## config.mk

```make
export PLATFORM = sky130hd
export DESIGN_NAME = plot_box_seq_flat
export DESIGN_NICKNAME = d
export VERILOG_FILES = /design/src/rtl/plot_box_seq_pkg.sv /design/src/rtl/plot_box_seq_if.sv /design/src/rtl/plot_box_seq_rom.sv /design/src/rtl/plot_box_seq.sv /design/src/flat_wrapper.sv
export SDC_FILE = /design/constraint.sdc
export NUM_CORES = 1
export LEC_CHECK = 0
export ABC_CLOCK_PERIOD_IN_PS = 2600
export CAP_MARGIN = 10
export CORE_MARGIN = 1
export CORE_UTILIZATION = 47
export CTS_BUF_LIST = sky130_fd_sc_hd__clkbuf_8
export DETAILED_ROUTE_END_ITERATION = 10
export PLACE_DENSITY_LB_ADDON = 0.3
export SYNTH_ARGS = -nofsm -noshare
export SYNTH_HDL_FRONTEND = slang
export SYNTH_HIERARCHICAL = 1
export SYNTH_SLANG_ARGS = --single-unit
export TNS_END_PERCENT = 1
```

## constraint.sdc

```tcl
create_clock -name clk -period 2.6 [get_ports clk]
set_clock_uncertainty 0.2 [all_clocks]
set_input_delay 0.26 -clock clk [delete_from_list [all_inputs] [get_ports clk]]
set_output_delay 0.26 -clock clk [all_outputs]
set_load 0.01 [all_outputs]
```

## src/rtl/plot_box_seq_pkg.sv

```systemverilog
// Shared types, screen limits and the default track layout for the box plotter.
package plot_pkg;

  localparam int unsigned SCREEN_W = 160;
  localparam int unsigned SCREEN_H = 120;

  typedef logic [2:0] colour_t;

  typedef enum logic [2:0] {IDLE, LOAD, DRAW, NEXT, DONE} plot_state_t;

  typedef struct packed {
    logic       col_sel;  // 0 = left column, 1 = right column
    logic [6:0] y;
  } box_entry_t;

  // Default 33-box layout, ordered top to bottom across both columns.
  function automatic box_entry_t default_box(input int unsigned idx);
    box_entry_t e;
    e = '0;
    case (idx)
      0:  e = {1'b0, 7'd4};
      1:  e = {1'b1, 7'd7};
      2:  e = {1'b1, 7'd10};
      3:  e = {1'b0, 7'd13};
      4:  e = {1'b1, 7'd16};
      5:  e = {1'b0, 7'd19};
      6:  e = {1'b0, 7'd22};
      7:  e = {1'b0, 7'd25};
      8:  e = {1'b1, 7'd28};
      9:  e = {1'b0, 7'd31};
      10: e = {1'b1, 7'd34};
      11: e = {1'b0, 7'd37};
      12: e = {1'b1, 7'd40};
      13: e = {1'b1, 7'd43};
      14: e = {1'b1, 7'd46};
      15: e = {1'b0, 7'd49};
      16: e = {1'b1, 7'd52};
      17: e = {1'b1, 7'd55};
      18: e = {1'b0, 7'd58};
      19: e = {1'b0, 7'd61};
      20: e = {1'b1, 7'd64};
      21: e = {1'b0, 7'd67};
      22: e = {1'b1, 7'd70};
      23: e = {1'b1, 7'd73};
      24: e = {1'b0, 7'd76};
      25: e = {1'b1, 7'd79};
      26: e = {1'b0, 7'd82};
      27: e = {1'b0, 7'd85};
      28: e = {1'b0, 7'd88};
      29: e = {1'b1, 7'd91};
      30: e = {1'b0, 7'd94};
      31: e = {1'b0, 7'd97};
      32: e = {1'b1, 7'd100};
      default: e = '0;
    endcase
    return e;
  endfunction

endpackage

```

## src/rtl/plot_box_seq_if.sv

```systemverilog
// Pixel write bus between the box plotter (master) and the VGA adapter (slave).
interface plot_if;
  import plot_pkg::*;

  logic [7:0] x;
  logic [6:0] y;
  colour_t    colour;
  logic       plot;
  logic       plot_ready;

  modport master (output x, y, colour, plot, input plot_ready);
  modport slave  (input x, y, colour, plot, output plot_ready);
endinterface

```

## src/rtl/plot_box_seq_rom.sv

```systemverilog
// Synchronous-read box coordinate table holding the default track layout.
module box_coord_rom
  import plot_pkg::*;
#(
  parameter int unsigned NUM_BOXES = 33,
  parameter int unsigned AW        = 6
) (
  input  logic          clk,
  input  logic          resetn,
  input  logic [AW-1:0] addr,
  output box_entry_t    q
);

  always_ff @(posedge clk or negedge resetn) begin
    if (!resetn) begin
      q <= '0;
    end else if (32'(addr) < NUM_BOXES) begin
      q <= default_box(32'(addr));
    end else begin
      q <= '0;
    end
  end

endmodule

```

## src/rtl/plot_box_seq.sv

```systemverilog
// Multi-lane box rasteriser feeding the VGA write port over a valid/ready bus.
// Optional PLOT_SKIP_MASK_EN adds a per-box enable mask latched at start.
module plot_box_seq
  import plot_pkg::*;
#(
  parameter int unsigned NUM_BOXES       = 33,
  parameter int unsigned NUM_PLAYERS     = 2,
  parameter int unsigned BOX_W           = 3,
  parameter int unsigned BOX_H           = 3,
  parameter int unsigned X_LEFT          = 38,
  parameter int unsigned X_RIGHT         = 43,
  parameter int unsigned PLAYER_X_STRIDE = 80
) (
  input  logic    clk,
  input  logic    resetn,
  input  logic    start,
  input  logic [((NUM_PLAYERS > 1) ? $clog2(NUM_PLAYERS) : 1)-1:0] player,
  input  colour_t colour_in,
`ifdef PLOT_SKIP_MASK_EN
  input  logic [NUM_BOXES-1:0] box_mask,
`endif
  plot_if.master  pix,
  output logic    busy,
  output logic    done
);

  localparam int unsigned PW  = (NUM_PLAYERS > 1) ? $clog2(NUM_PLAYERS) : 1;
  localparam int unsigned IW  = $clog2(NUM_BOXES + 1);
  localparam int unsigned DXW = (BOX_W > 1) ? $clog2(BOX_W) : 1;
  localparam int unsigned DYW = (BOX_H > 1) ? $clog2(BOX_H) : 1;

  plot_state_t    state;
  logic [PW-1:0]  lane;
  colour_t        col_r;
  logic [IW-1:0]  idx;
  logic [IW-1:0]  rom_addr_c;
  logic [DXW-1:0] dx;
  logic [DXW-1:0] nx_c;
  logic [DYW-1:0] dy;
  logic [DYW-1:0] ny_c;
  box_entry_t     box_q;
  logic [8:0]     px_c;
  logic [8:0]     py_c;
  logic           on_screen_c;
  logic           last_c;
  logic           beat_c;
  logic           idx_last_c;
  logic           draw_box_c;

`ifdef PLOT_SKIP_MASK_EN
  logic [NUM_BOXES-1:0] mask_r;
`endif

  // Look one entry ahead in NEXT so the table word is ready when LOAD starts.
  assign rom_addr_c = (state == NEXT) ? idx + IW'(1) : idx;
  assign idx_last_c = (32'(idx) == NUM_BOXES - 1);
  assign beat_c     = (state == DRAW) && (!pix.plot || pix.plot_ready);

`ifdef PLOT_SKIP_MASK_EN
  assign draw_box_c = mask_r[idx];
`else
  assign draw_box_c = 1'b1;
`endif

  box_coord_rom #(
    .NUM_BOXES (NUM_BOXES),
    .AW        (IW)
  ) u_rom (
    .clk    (clk),
    .resetn (resetn),
    .addr   (rom_addr_c),
    .q      (box_q)
  );

  // Coordinates of the pixel to present next; x steps first, then y.
  always_comb begin
    last_c = (32'(dx) == BOX_W - 1) && (32'(dy) == BOX_H - 1);
    nx_c   = '0;
    ny_c   = '0;
    if (state == DRAW) begin
      if (32'(dx) == BOX_W - 1) begin
        nx_c = '0;
        ny_c = dy + DYW'(1);
      end else begin
        nx_c = dx + DXW'(1);
        ny_c = dy;
      end
    end
    px_c = 9'(box_q.col_sel ? X_RIGHT : X_LEFT)
         + 9'(32'(lane) * PLAYER_X_STRIDE)
         + 9'(nx_c);
    py_c = 9'(box_q.y) + 9'(ny_c);
    on_screen_c = (32'(px_c) < SCREEN_W) && (32'(py_c) < SCREEN_H);
  end

  always_ff @(posedge clk or negedge resetn) begin
    if (!resetn) begin
      state      <= IDLE;
      lane       <= '0;
      col_r      <= '0;
      idx        <= '0;
      dx         <= '0;
      dy         <= '0;
      pix.x      <= '0;
      pix.y      <= '0;
      pix.colour <= '0;
      pix.plot   <= 1'b0;
      busy       <= 1'b0;
      done       <= 1'b0;
`ifdef PLOT_SKIP_MASK_EN
      mask_r     <= '0;
`endif
    end else begin
      done <= 1'b0;
      unique case (state)
        IDLE: begin
          if (start) begin
            lane  <= (32'(player) < NUM_PLAYERS) ? player : '0;
            col_r <= colour_in;
            idx   <= '0;
            busy  <= 1'b1;
`ifdef PLOT_SKIP_MASK_EN
            mask_r <= box_mask;
`endif
            state <= LOAD;
          end
        end
        LOAD: begin
          if (draw_box_c) begin
            dx         <= '0;
            dy         <= '0;
            pix.x      <= px_c[7:0];
            pix.y      <= py_c[6:0];
            pix.colour <= col_r;
            pix.plot   <= on_screen_c;
            state      <= DRAW;
          end else begin
            state <= NEXT;
          end
        end
        DRAW: begin
          // Off-screen pixels have plot low, so their beat retires at once.
          if (beat_c) begin
            if (last_c) begin
              pix.plot <= 1'b0;
              state    <= NEXT;
            end else begin
              dx       <= nx_c;
              dy       <= ny_c;
              pix.x    <= px_c[7:0];
              pix.y    <= py_c[6:0];
              pix.plot <= on_screen_c;
            end
          end
        end
        NEXT: begin
          idx   <= idx + IW'(1);
          done  <= idx_last_c;
          state <= idx_last_c ? DONE : LOAD;
        end
        DONE: begin
          busy  <= 1'b0;
          idx   <= '0;
          state <= IDLE;
        end
        default: state <= IDLE;
      endcase
    end
  end

endmodule

```

## src/flat_wrapper.sv

```systemverilog
// flat-port wrapper written by rule: the top's interface ports become plain ports
module plot_box_seq_flat import plot_pkg::*;
#(
  parameter int unsigned NUM_BOXES       = 33,
  parameter int unsigned NUM_PLAYERS     = 2,
  parameter int unsigned BOX_W           = 3,
  parameter int unsigned BOX_H           = 3,
  parameter int unsigned X_LEFT          = 38,
  parameter int unsigned X_RIGHT         = 43,
  parameter int unsigned PLAYER_X_STRIDE = 80
)
  (clk, resetn, start, player, colour_in, busy, done, pix_x, pix_y, pix_colour, pix_plot, pix_plot_ready);
  plot_if pix_i ();
  input  logic clk;
  input  logic resetn;
  input  logic start;
  input  logic [((NUM_PLAYERS > 1) ? $clog2(NUM_PLAYERS) : 1)-1:0] player;
  input  colour_t colour_in;
  output logic busy;
  output logic done;
  output wire logic [$bits(pix_i.x)-1:0] pix_x;
  output wire logic [$bits(pix_i.y)-1:0] pix_y;
  output wire logic [$bits(pix_i.colour)-1:0] pix_colour;
  output wire logic [$bits(pix_i.plot)-1:0] pix_plot;
  input wire logic [$bits(pix_i.plot_ready)-1:0] pix_plot_ready;
  assign pix_x = pix_i.x;
  assign pix_y = pix_i.y;
  assign pix_colour = pix_i.colour;
  assign pix_plot = pix_i.plot;
  assign pix_i.plot_ready = pix_plot_ready;
  plot_box_seq #(.NUM_BOXES(NUM_BOXES), .NUM_PLAYERS(NUM_PLAYERS), .BOX_W(BOX_W), .BOX_H(BOX_H), .X_LEFT(X_LEFT), .X_RIGHT(X_RIGHT), .PLAYER_X_STRIDE(PLAYER_X_STRIDE)) u_core (.clk(clk), .resetn(resetn), .start(start), .player(player), .colour_in(colour_in), .pix(pix_i), .busy(busy), .done(done));
endmodule
```

---- Yosys cells after proc, flatten, opt, wreduce, memory -nomap -nowiden ----
Memories as Yosys holds them, arrays and structs flattened.
Index checks and enable logic that the tools add are counted.
word-level totals
  flip-flop bits (word level) ............. 46
  bits in latches ......................... 0
  memory bits (writable) .................. 0
  ROM bits ................................ 512
  input port bits ......................... 8
  output and inout port bits .............. 21
  logic and storage cells ................. 83
  memories ................................ 1
operators by class
  add/subtract/negate cells ............... 6
  $mul .................................... 1
  divide/modulo/power cells ............... 0
  $lt $le $gt $ge ......................... 3
  eq/ne operators ......................... 11
  shifts and indexed selects .............. 0
  mux-type cells .......................... 32
  bitwise logic cells ..................... 0
  reduce and logical (&&, ||, !) cells .... 15
memory list
  memory           depth  width  rd ports  clocked after memory_dff  write ports  line                    source
  (no name shown)  64     8      1         0                         0            plot_box_seq_pkg.sv:20  case (idx)
operators by type and width
  cell                                                  number
  two-way mux 8 bit                                     3
  case mux 6 bit (3 select lines)                       1
  two-way mux 2 bit                                     8
  case mux 8 bit (2 select lines)                       1
  two-way mux 7 bit                                     2
  case mux 7 bit (2 select lines)                       1
  two-way mux 3 bit                                     4
  two-way mux 6 bit                                     2
  case mux 3 bit (4 select lines)                       1
  adder 9 x 2 -> 9 bit                                  1
  adder 9 x 8 -> 9 bit                                  1
  < comparator 9 x 7 -> 1 bit (second input constant)   1
  < comparator 9 x 8 -> 1 bit (second input constant)   1
  adder 7 x 2 -> 8 bit                                  1
  case mux 2 bit (2 select lines)                       2
  AND reduction 2 bit                                   4
  adder 6 x 1 -> 6 bit (second input constant)          1
  equality test 3 x 2 -> 1 bit (second input constant)  2
  equality test 6 bit (second input constant)           1
  < comparator 6 bit (second input constant)            1
  AND reduction 3 bit                                   2
  adder 2 x 1 -> 2 bit (second input constant)          2
  equality test 2 bit (second input constant)           2
  multiplier 1 x 3 -> 4 bit (second input constant)     1
  13 further kinds                                      22

---- Logic depth before layout (Yosys ltp) ----
  depth in word-level cells ............... 9
  mapped depth ............................ 11
  depth with buffers taken out ............ 11

---- Cells and area by module ----
The synthesis kept the hierarchy.
by module, submodules not included
  module         instances  cells an instance  area an instance (um^2)  seq. area each (um^2)
  plot_box_seq   1          175                1,970.6                  925.9
  box_coord_rom  1          56                 570.5                    200.2

---- Worst setup path before layout ----
OpenSTA, ideal clock, no wires.
  kind .................................... register to register
  start ................................... register u_core.state[2]
  end ..................................... register u_core/u_rom/q[7] (netlist bit)
  setup time .............................. 92 ps
  arrival time ............................ 2,583 ps
  required time ........................... 2,308 ps
  setup slack ............................. -275 ps
  cell stages (with the launch flop) ...... 11
  path buffers ............................ 2
  period minus slack after synthesis ...... 2,875 ps
  cell sequence ........................... dfrtp_1 buf_2 nand3b_1 buf_2 inv_1 o21ai_0 inv_1 ha_1 mux2i_1 a221o_1 o31ai_2
on the way
  cells in the longest elaborated chain, start to end .. 4
  elaborated cells on any way between the ends .. 5
  classes of those cells .................. 1 x order compare; 1 x eq/ne; 2 x mux; 1 x memory
RTL lines
  what                                                            line                    source
  start, declared                                                 plot_box_seq.sv:32      plot_state_t state;
  start signal, assigned                                          plot_box_seq.sv:159     state <= idx_last_c ? DONE : LOAD;
  equality test 3 x 2 -> 1 bit *                                  plot_box_seq.sv:55      assign rom_addr_c = (state == NEXT) ? idx + IW'(1) : idx;
  two-way mux 6 bit *                                             plot_box_seq.sv:55
  net u_core.rom_addr_c[1]                                        plot_box_seq.sv:36      logic [IW-1:0] rom_addr_c;
  memory read (64 x 8 bit) or < comparator 6 bit (tied branches)  --
  two-way mux 8 bit *                                             plot_box_seq_rom.sv:17  end else if (32'(addr) < NUM_BOXES) begin
  end signal, assigned                                            plot_box_seq_rom.sv:18  q <= default_box(32'(addr));
  end, declared                                                   plot_box_seq_rom.sv:11  output box_entry_t q
Mark *: on every way through the listed nets, which the timed path passes. The rest lies on a longest branch.
A chain may end at the register's enable or synchronous reset.

---- Final worst setup path ----
  start ................................... register u_core.dx[0]
  end ..................................... register u_core.pix.y[6]
on the way
  cells in the longest elaborated chain, start to end .. 7
  elaborated cells on any way between the ends .. 10
  classes of those cells .................. 1 x add/sub; 2 x eq/ne; 5 x mux; 2 x reduce/logical
RTL lines
  what                             line                                    source
  start, declared                  plot_box_seq.sv:37                      logic [DXW-1:0] dx;
  start signal, assigned           plot_box_seq.sv:148                     dx <= nx_c;
  equality test 2 bit *            plot_box_seq.sv:77, plot_box_seq.sv:81
  two-way mux 2 bit                plot_box_seq.sv:81                      if (32'(dx) == BOX_W - 1) begin
  two-way mux 2 bit                plot_box_seq.sv:80                      if (state == DRAW) begin
  adder 7 x 2 -> 8 bit             plot_box_seq.sv:92                      py_c = 9'(box_q.y) + 9'(ny_c);
  two-way mux 7 bit                plot_box_seq.sv:144                     if (last_c) begin
  two-way mux 7 bit                plot_box_seq.sv:143                     if (beat_c) begin
  case mux 7 bit (2 select lines)  plot_box_seq.sv:115                     unique case (state)
  end signal, assigned             plot_box_seq.sv:133                     pix.y <= py_c[6:0];
  end signal, assigned             plot_box_seq.sv:151                     pix.y <= py_c[6:0];
  end, declared                    plot_box_seq_if.sv:11                   modport master (output x, y, colour, plot, input plot_ready);
Every way passes the cells marked *; elsewhere a longest branch is shown, timed or not. The select of a mux whose other input is x is not followed.

==> qor.txt <==
H-tree Lvls: 2
DR vias/cell: 5.14
CTS Buf Count: 5
register area share after synthesis: 44.3%
RD Place Congestion: 0.810
final-layout fill cell count: 418
Initial Utilization: 49.1%
largest net degree at the start of global routing: 46
Crit. Startpoint: u_core/dx[0]
CP Launch Type: register
Synth Cell Area: 2540 µm²
routed vias: 1788
RSZ-0062 raised after global routing: yes
placed cells: 338
number of max-cap violations: 0
Final period util: 97.9%
Worst slew margin: 34.2%
power per cell area: 965 nW/µm²
Crit path required time: 2.59 ns
synth warn: 6
final setup margin: 0.0543 ns
drt pass-1 iters: 4
DR iter-0 viols: 62
Worst IR Drop VDD: 0.490 mV
number of global-route vias before repair: 1725
layout cells sized above 1: 25.5%
top-area cell type share of the netlist area: 44.3%
end of the critical path: u_core/pix.y[6]
P&R area growth vs syn: 24.1%
Synthesized Nets: 256
Yosys top cell by area: dfrtp_1
final hold vios: 0
total track usage: 18.7%
die area: 5700 µm²
area of the multi-input gates: 1320 µm²
synth top area cells: dfrtp_1 (44%), ha_1 (7.9%), mux2_2 (7.5%)
r2r startpoint: u_core/dx[0]
WL/cell: 13.5 µm
final critical-path required period: 2.55 ns
CTS tree: built
critical path data arrival time: 2.54 ns
Syn Inst Count: 231
CP max-delay cell: dfrtp_1
Synth async-reset ratio: 100%
FF+latch count, synth: 45
slew of the pin with the lowest slew margin: 0.987 ns
Clock Latency Late Sink: 0.30 ns
Peak Freq: 393 MHz
Crit. End Element: register
Hold/Removal Path Class: reg -> reg
max incr delay on CP: 0.39 ns
routed wire length: 4690 µm
diodes inserted: 0
port bufs: 28
clock buffer depth: 2
Core Footprint: 5170 µm²
Root Buffer: clkbuf_8
flop2flop setup slack: 0.05 ns
first-pass GRT wire length: 7890 µm
# DRC: 0
status: complete, no violations
post-DP HPWL: 3390 µm
Final #Nets: 302
initial antenna violation count: 0
r2r endpoint: u_core/pix.y[6]
Pleak: 1.44 nW
max-slew violation count: 0
critical path class: reg -> reg
clock-pin slew on the worst setup and hold paths: 0.08 ns
Overflow after GRT: 0
Synth cell types: 53
Max FO, Critical Path: 3
Rows: 26
DP Worst Slack: -0.115 ns
dominant synthesized flop cell: dfrtp_1
storage element area: 1130 µm²
final setup violation count: 0
syn_area_per_cell: 11.0 µm²
fin cells: 348
Die Span Y: 75.5 µm
io pins: 29
Worst R2R Path Depth: 10
antenna-violating nets left: 0
Post-synth EDFFs: 0
Die X: 75.5 µm
Clock Sinks: 45
Cell Chain, Critical Path: nand2b_4 -> xnor2_2 -> nor3_2 -> ha_2 -> inv_1 -> fa_2 -> nor2b_4 -> nand4_1 -> xnor2_1 -> mux2_4
## registers in the layout (all words and copies together) (netlist names), 2 cells and up
| name | flops |
|---|---|
| u_core/col_r | 3 |
| u_core/state | 3 |
| u_core/u_rom/q | 8 |
| u_core/idx | 6 |
| u_core/pix.x | 7 |
| u_core/dx | 2 |
| u_core/dy | 2 |
| u_core/pix.colour | 3 |
| u_core/pix.y | 7 |
## layer usage
layer	global-route usage, %	vias up	part of all wire, %
met5	0	-	0
met4	9.26	0	2.7
met3	4.23	12	2.7
met2	30.7	33	49
met1	23.3	852	45
li1	-	891	-
## kinds of logic after synthesis
family                     synth area share (%)
DFF                                        44.3
buffers and inverters                      5.76
adders and majority gates                  8.67
xor gates and xnor gates                   4.14
and+or+nand+nor                            15.5
muxes                                      11.9
AOI/OAI and AO/OA                          9.75
## final cells by class
class                           count  area share, %
Multi-Input combinational cell    158           41.8
Clock inverter                      1          0.159
Timing Repair Buffer               50           14.4
Sequential cell                    45           35.7
Clock buffer                        7           3.06
Inverter                           17           2.02
Tap cell                           70           2.78
## through the flow
stage | util [%] | setup TNS (ns) | area, µm² | power, mW | hold slack (ns)
final | 61.0 | 0 | 3150 | 3.04 | 0.274
after global routing | 61.0 | -0.126 | 3150 | 3.28 | 0.299
after CTS | 60.3 | 0 | 3120 | 3.04 | 0.281
after detailed placement | 57.8 | -0.249 | 2990 | 2.55 | 0.262
after global placement | 57.8 | -0.0377 | 2990 | 2.50 | 0.260
after floorplan | - | -0.0259 | 2540 | 2.04 | -0.236
## cell usage after synthesis, types with 2 or more instances
cell type   n
dfrtp_1    45
inv_1      17
mux2_2     17
ha_1       16
nor2_1     13
nand2_1    11
o21ai_0    10
nor2b_1     7
xnor2_1     7
a21oi_1     6
buf_2       5
mux2i_1     5
nand2b_1    5
xor2_1      5
mux2_4      4
nor4_1      4
a31oi_1     3
and2_1      3
and3_1      3
nand4_1     3
nor3b_1     3
a211oi_1    2
and2b_2     2
buf_6       2
clkbuf_1    2
nand3_1     2
nor3_1      2
o31ai_1     2
## report_power, final
part | total (mW) | internal (mW) | leakage (nW) | switching [mW]
Sequential | 1.05 | 0.913 | 0.567 | 0.140
Combinational | 1.52 | 0.830 | 0.818 | 0.693
Clock | 0.465 | 0.240 | 0.0542 | 0.225
Total | 3.04 | 1.98 | 1.44 | 1.06
## critical path: cells and delay by family (launching register included)
kind / cells / cell delay (ns)
XOR/XNOR: 2 / 0.29
adder cells (fa/ha/maj): 2 / 0.62
buffers and inverters: 1 / 0.06
flip-flops: 1 / 0.39
multiplexers: 1 / 0.25
AND/OR/NAND/NOR: 4 / 0.63
## cell usage in the layout, fill, tap and decap left out, drive strengths merged, types with 11 or more instances in the layout
| master | n |
|---|---|
| inv | 17 |
| nand2 | 11 |
| dfrtp | 45 |
| o21ai | 11 |
| clkdlybuf4s50 | 27 |
| ha | 16 |
| buf | 22 |
| mux2 | 21 |
| nor2 | 13 |
## how the worst min path moves through the flow
stage | start | to | slack (ns) | cells past startpoint
2_1_floorplan | resetn | u_core/busy | -0.24 | 0
3_3_place_gp | u_core/pix.x[5] | u_core/pix.x[5] | 0.26 | 1
3_5_place_dp | u_core/pix.x[5] | u_core/pix.x[5] | 0.26 | 1
4_1_cts | u_core/pix.x[5] | u_core/pix.x[5] | 0.28 | 1
5_1_grt | u_core/pix.x[5] | u_core/pix.x[5] | 0.30 | 1
6_report | u_core/pix.x[5] | u_core/pix.x[5] | 0.27 | 1
## timing repair
| item | 4_1_cts | 5_1_grt |
|---|---|---|
| setup endpoints to repair | 3 | 5 |
| hold buffers | 1 | 0 |
| buffers inserted | 0 | 1 |
| gates resized for setup | 6 | 7 |
| pin swaps | 1 | 7 |
| endpoints found under the hold margin | 45 | 0 |
(Power assumes the default switching activity.)
